**src/rtl/alu_pkg.sv**
```systemverilog
// Shared widths, defaults, FSM encoding and the signature helper for the ALU sweep controller.
package alu_pkg;

  localparam int OPC_W       = 4;
  localparam int OPND_W      = 8;
  localparam int NUM_OPS_DEF = 16;
  localparam int ENTRY_W     = 16;
  localparam int BUF_DEPTH   = 16;

  typedef enum logic [1:0] {
    IDLE    = 2'd0,
    SETTLE  = 2'd1,
    CAPTURE = 2'd2,
    DONE    = 2'd3
  } state_e;

  // Rotate the running signature left by one and fold in the new entry.
  function automatic logic [ENTRY_W-1:0] sig_next(input logic [ENTRY_W-1:0] sig,
                                                  input logic [ENTRY_W-1:0] entry);
    return {sig[ENTRY_W-2:0], sig[ENTRY_W-1]} ^ entry;
  endfunction

endpackage

```
**src/rtl/alu_result_buf.sv**
```systemverilog
// 16x16 result buffer: async-reset storage, synchronous write, registered read.
module alu_result_buf
  import alu_pkg::*;
(
  input  logic               clk,
  input  logic               rst,
  input  logic               we,
  input  logic [OPC_W-1:0]   wr_addr,
  input  logic [ENTRY_W-1:0] wr_data,
  input  logic [OPC_W-1:0]   rd_addr,
  output logic [ENTRY_W-1:0] rd_data
);

  logic [ENTRY_W-1:0] mem_q [BUF_DEPTH];
  logic [ENTRY_W-1:0] mem_d [BUF_DEPTH];
  logic [ENTRY_W-1:0] rd_data_q;
  logic [ENTRY_W-1:0] rd_data_d;

  // Next storage contents and read data; reads see pre-write contents.
  always_comb begin
    mem_d = mem_q;
    if (we) begin
      mem_d[wr_addr] = wr_data;
    end else begin
      mem_d[wr_addr] = mem_q[wr_addr];
    end
    rd_data_d = mem_q[rd_addr];
  end

  // Storage and read-data registers, all cleared by reset.
  always_ff @(posedge clk or posedge rst) begin
    if (rst) begin
      for (int i = 0; i < BUF_DEPTH; i++) begin
        mem_q[i] <= '0;
      end
      rd_data_q <= '0;
    end else begin
      for (int i = 0; i < BUF_DEPTH; i++) begin
        mem_q[i] <= mem_d[i];
      end
      rd_data_q <= rd_data_d;
    end
  end

  assign rd_data = rd_data_q;

endmodule

```
**src/rtl/alu_sweep_ctrl.sv**
```systemverilog
// Sweeps every opcode through an external ALU, buffers each {carry,result} and folds it into a signature.
module alu_sweep_ctrl
  import alu_pkg::*;
#(
  parameter int SETTLE_CYCLES = 1,
  parameter int NUM_OPS       = NUM_OPS_DEF
) (
  input  logic               clk,
  input  logic               rst,
  input  logic               start,
  input  logic               abort,
  input  logic [OPND_W-1:0]  A,
  input  logic [OPND_W-1:0]  B,
  output logic [OPND_W-1:0]  alu_a,
  output logic [OPND_W-1:0]  alu_b,
  output logic [OPC_W-1:0]   alu_opcode,
  input  logic [OPND_W-1:0]  alu_carry,
  input  logic [OPND_W-1:0]  alu_result,
  output logic               busy,
  output logic               done,
  output logic [ENTRY_W-1:0] signature,
  input  logic [OPC_W-1:0]   rd_addr,
  output logic [ENTRY_W-1:0] rd_data
);

  localparam logic [3:0]       SETTLE_LAST = 4'(SETTLE_CYCLES - 1);
  localparam logic [OPC_W-1:0] LAST_OP     = OPC_W'(NUM_OPS - 1);

  state_e             state_q, state_d;
  logic [3:0]         cnt_q, cnt_d;
  logic [OPND_W-1:0]  a_q, a_d;
  logic [OPND_W-1:0]  b_q, b_d;
  logic [OPC_W-1:0]   op_q, op_d;
  logic [ENTRY_W-1:0] sig_q, sig_d;
  logic               busy_q, busy_d;
  logic               done_q, done_d;
  logic               wr_en_s;
  logic [ENTRY_W-1:0] wr_data_s;

  // Next-state, datapath updates and buffer write strobe.
  always_comb begin
    state_d   = state_q;
    cnt_d     = cnt_q;
    a_d       = a_q;
    b_d       = b_q;
    op_d      = op_q;
    sig_d     = sig_q;
    done_d    = 1'b0;
    wr_en_s   = 1'b0;
    wr_data_s = {alu_carry, alu_result};
    case (state_q)
      IDLE: begin
        if (abort) begin
          state_d = IDLE;
        end else if (start) begin
          a_d     = A;
          b_d     = B;
          op_d    = '0;
          sig_d   = '0;
          cnt_d   = 4'd0;
          state_d = SETTLE;
        end else begin
          state_d = IDLE;
        end
      end
      SETTLE: begin
        if (abort) begin
          cnt_d   = 4'd0;
          state_d = IDLE;
        end else if (cnt_q == SETTLE_LAST) begin
          cnt_d   = 4'd0;
          state_d = CAPTURE;
        end else begin
          cnt_d   = cnt_q + 4'd1;
        end
      end
      CAPTURE: begin
        if (abort) begin
          state_d = IDLE;
        end else begin
          wr_en_s = 1'b1;
          sig_d   = sig_next(sig_q, wr_data_s);
          if (op_q == LAST_OP) begin
            state_d = DONE;
          end else begin
            op_d    = op_q + 4'd1;
            state_d = SETTLE;
          end
        end
      end
      DONE: begin
        state_d = IDLE;
        if (abort) begin
          done_d = 1'b0;
        end else begin
          done_d = 1'b1;
        end
      end
      default: begin
        state_d = IDLE;
        cnt_d   = 4'd0;
      end
    endcase
    busy_d = (state_d != IDLE);
  end

  // Controller state and registered outputs.
  always_ff @(posedge clk or posedge rst) begin
    if (rst) begin
      state_q <= IDLE;
      cnt_q   <= 4'd0;
      a_q     <= '0;
      b_q     <= '0;
      op_q    <= '0;
      sig_q   <= '0;
      busy_q  <= 1'b0;
      done_q  <= 1'b0;
    end else begin
      state_q <= state_d;
      cnt_q   <= cnt_d;
      a_q     <= a_d;
      b_q     <= b_d;
      op_q    <= op_d;
      sig_q   <= sig_d;
      busy_q  <= busy_d;
      done_q  <= done_d;
    end
  end

  alu_result_buf u_buf (
    .clk     (clk),
    .rst     (rst),
    .we      (wr_en_s),
    .wr_addr (op_q),
    .wr_data (wr_data_s),
    .rd_addr (rd_addr),
    .rd_data (rd_data)
  );

  assign alu_a      = a_q;
  assign alu_b      = b_q;
  assign alu_opcode = op_q;
  assign signature  = sig_q;
  assign busy       = busy_q;
  assign done       = done_q;

endmodule

```
**config.mk**
```make
export PLATFORM = sky130hd
export DESIGN_NAME = alu_sweep_ctrl
export DESIGN_NICKNAME = d
export VERILOG_FILES = /design/src/rtl/alu_pkg.sv /design/src/rtl/alu_result_buf.sv /design/src/rtl/alu_sweep_ctrl.sv
export SDC_FILE = /design/constraint.sdc
export NUM_CORES = 1
export LEC_CHECK = 0
export CAP_MARGIN = 30
export CORE_MARGIN = 2
export CORE_UTILIZATION = 54
export DETAILED_ROUTE_END_ITERATION = 8
export HOLD_SLACK_MARGIN = 0.1
export PLACE_DENSITY = 0.76
export RECOVER_POWER = 50
export SLEW_MARGIN = 10
export SYNTH_ARGS = -nofsm -noshare
export SYNTH_HDL_FRONTEND = slang
export SYNTH_SLANG_ARGS = --single-unit
```
**constraint.sdc**
```tcl
create_clock -name clk -period 10.6 [get_ports clk]
set_input_delay 2.12 -clock clk [delete_from_list [all_inputs] [get_ports clk]]
set_output_delay 2.12 -clock clk [all_outputs]
set_load 0.05 [all_outputs]
```
==> impl_metrics.csv <==
group,metric,value,unit
pwr,ir_drop,0.128,mV
timing,tns,0,ps
timing,fin_crit_sh,0.602,
final_layout,layout-drive-gt1-share,0.154,
grt,grt_pass1_vias,11800,
synthesis,avgSynthCellArea,11.4,um2
synthesis,ys_seq_area_frac,0.493,
floorplanning,die_area,31100,um2
worst_setup_path,setup.worst_path.end_class,"async pin",
worst_hold_path,min-delay-path-class,"register to register",
grt,grt-ovfl-total,0,
timing,fmax,0.157,GHz
routing,firstDrtPassIters,5,
clocking,post_cts_buffers,0,
placement,hpwl,25.9,mm
placement,dp.cells,1812,
worst_setup_path,setup.worst_path.class,"input pin to async pin",
timing,skew,23.9,ps
final_layout,area_growth,14.5,%
floorplanning,fp-row-count,63,
worst_setup_path,crit_chain,"dlygate4sd3_1 > clkinvlp_2 > clkbuf_1 > clkbuf_1",
clocking,cts_buffer_depth,3,
floorplanning,core_area,29500,um2
routing,dr_total_vias,11800,
final_layout,nNetsFinal,1510,
clocking,cts_hold_buffers,0,
pwr,pwr_density_cell,212,nW/um2
timing,hold_viol_final,0,
synthesis,ys_ff_latch,316,
routing,via_per_inst,6.32,
floorplanning,initial_utilization,0.544,
placement,place_congestion,0.829,
final_layout,layout_common_cells,"315 x dfrtp_1, 181 x nand2_1, 147 x o21ai_0, 135 x mux2i_1, 115 x nor2_1",
timing,setup_viol,0,
clocking,cts_tree,"done",
synthesis,synth_edf_count,0,
placement,pre_cts_slack,5550,ps
timing,layout_min_cycle_time,6380,ps
synthesis,syn-instance-count,1409,
placement,port_buffers,93,
routing,drt_wl_total,43.6,mm
grt,grt_use_total,0.285,
worst_setup_path,crit_fanout,66,
worst_setup_path,crit_arrival,6210,ps
clocking,root_buffer,"clkbuf_16",
synthesis,syn_nets,1455,
clocking,path_clk_slew,60,ps
worst_setup_path,crit_slowest_cell,"clkbuf_1",
floorplanning,die_h,176,um
timing,setup_ws,4220,ps
routing,ant_nets,0,
worst_setup_path,crit_required,10430,ps
routing,post-route-drc-count,0,
clocking,clock_sinks,316,
timing,slew_violations,172,
clocking,cts-resized-gates,0,
job,drv_cap,5,
grt,grt_max_degree,75,
clocking,numCtsBuffers,35,
floorplanning,boundaryPins,94,
timing,worst_slew_pin_slew,3430,ps
grt,grt_pass1_wl,68.0,mm
run_status,violations,"capacitance limit, slew limit",
run_status,status,"complete, but fails checks",
worst_setup_path,worstSetupStartpointType,"input pin",
routing,wl_per_cell,23.3,um
final_layout,antenna_cells,0,
worst_setup_path,crit_family,"buffers and inverters",
worst_setup_path,cp_num_buf_inv,4,
final_layout,final_common_cell,"dfrtp_1",
floorplanning,fp.dieW,176,um
worst_setup_path,slowest_delay,2420,ps
timing,rsz0062_at_grt,"no",
pwr,p_leak,7.13,nW
synthesis,synth.cell_area,16000,um2
final_layout,layoutNonFillerInstCount,1874,
synthesis,ys_types,45,
clocking,htreeDepth,2,
routing,drt_iter0_drc,1298,
grt,antenna_found_initial,0,
clocking,insertion_delay,520,ps
worst_setup_path,crit_path_frequent_cell,"clkbuf_1",
synthesis,ys_warn_count,0,
synthesis,synth_async_sr_flop_share,1.00,
synthesis,synth_ff_type,"dfrtp_1",
timing,slew_headroom,-1.29,
-- state kept, by name (all words and copies together), names as in the netlist --
| register | cells |
|---|---|
| u_buf.mem_q | 256 |
| signature | 16 |
| u_buf.rd_data | 16 |
| alu_a | 8 |
| alu_b | 8 |
| alu_opcode | 4 |
| cnt_q | 4 |
| state_q | 2 |
| busy | 1 |
| done | 1 |
-- path summary, 6_finish.rpt --
| path | startpoint | endpoint | slack (ps) | depth (start not counted) |
|---|---|---|---|---|
| min in group asynchronous | rst | u_buf.mem_q[80]$_DFFE_PP0N_ | 2370 | 2 |
| max reg2reg | state_q[1]$_DFF_PP0_ | u_buf.mem_q[28]$_DFFE_PP0N_ | 6450 | 7 |
| min | u_buf.mem_q[3]$_DFFE_PP0N_ | u_buf.mem_q[3]$_DFFE_PP0N_ | 500 | 2 |
| min reg2reg | u_buf.mem_q[3]$_DFFE_PP0N_ | u_buf.mem_q[3]$_DFFE_PP0N_ | 500 | 2 |
| max in group clk | abort | u_buf.mem_q[28]$_DFFE_PP0N_ | 4690 | 8 |
| max | rst | u_buf.mem_q[23]$_DFFE_PP0N_ | 4220 | 4 |
-- stage by stage --
stage	hold slack [ps]	total power, mW	utilization	area, um2
CTS	504	3.91	0.622	18300
floorplan	459	2.42	-	16100
detailed placement	491	2.73	0.585	17200
global placement	479	2.70	0.584	17200
finish	499	3.89	0.623	18400
global route	520	4.08	0.623	18400
-- routing by layer --
| layer | track usage | part of all wire |
|---|---|---|
| met1 | 0.398 | 0.41 |
| met2 | 0.445 | 0.47 |
| met3 | 0.0698 | 0.094 |
| met4 | 0.0892 | 0.029 |
| met5 | 0 | 0 |
-- area by class of cell --
type                            count  area (um2)
Sequential cell                   316        7910
Fill cell                        2296       11100
Multi-Input combinational cell    972        7580
Tap cell                          390         488
Inverter                            7        27.5
Timing Repair Buffer              132        1280
Clock inverter                      8        93.8
Clock buffer                       49         998
-- where the power goes --
part           switching, mW  internal, mW  leakage (nW)  total [mW]
combinational          0.657         0.468          3.38        1.13
clock                  0.475         0.702         0.542        1.18
sequential             0.167          1.42          3.21        1.59
total                   1.30          2.59          7.13        3.89
-- cell families (layout without fill, tap and decap cells) --
family,Yosys count,count (layout),share of synthesized area
xor gates and xnor gates,19,19,0.0104
DFF,316,316,0.493
and+or+nand+nor,330,330,0.0828
adders and majority gates,6,6,0.00468
muxes,237,237,0.214
buffers and inverters,121,196,0.0346
AOI/OAI and AO/OA,380,380,0.161
-- synthesized netlist by cell type, types with 2 or more instances --
library cell	number	share of area
a21boi_2	15	0.011
a21oi_1	109	0.034
a221oi_1	3	0.0016
a221oi_2	12	0.011
a22o_1	16	0.0087
a22oi_1	30	0.014
a31oi_1	3	0.0012
a32o_1	2	0.0012
a32oi_1	5	0.0027
a32oi_4	10	0.017
and2_1	6	0.0023
and3_1	4	0.0016
buf_1	2	0.00047
buf_2	29	0.0090
buf_4	9	0.0042
buf_6	4	0.0028
clkbuf_1	69	0.016
dfrtp_1	316	0.49
ha_1	6	0.0047
inv_1	7	0.0016
mux2_2	19	0.013
mux2i_1	135	0.084
mux4_2	83	0.12
nand2_1	181	0.042
nand3_1	8	0.0025
nor2_1	115	0.027
nor2b_1	6	0.0023
nor3b_1	2	0.00094
o21ai_0	146	0.046
o21ai_1	8	0.0025
o31ai_1	16	0.0075
or2_2	2	0.00078
xnor2_1	19	0.010
-- worst reg2reg max path: stages (launching register included) --
cell	delay, ps
dfrtp_1	490
nor3b_4	220
clkbuf_1	1460
nor2_1	300
buf_4	390
a32oi_1	610
a21boi_2	410
a21oi_1	130
No activity file was read; power rests on OpenSTA's default activity.
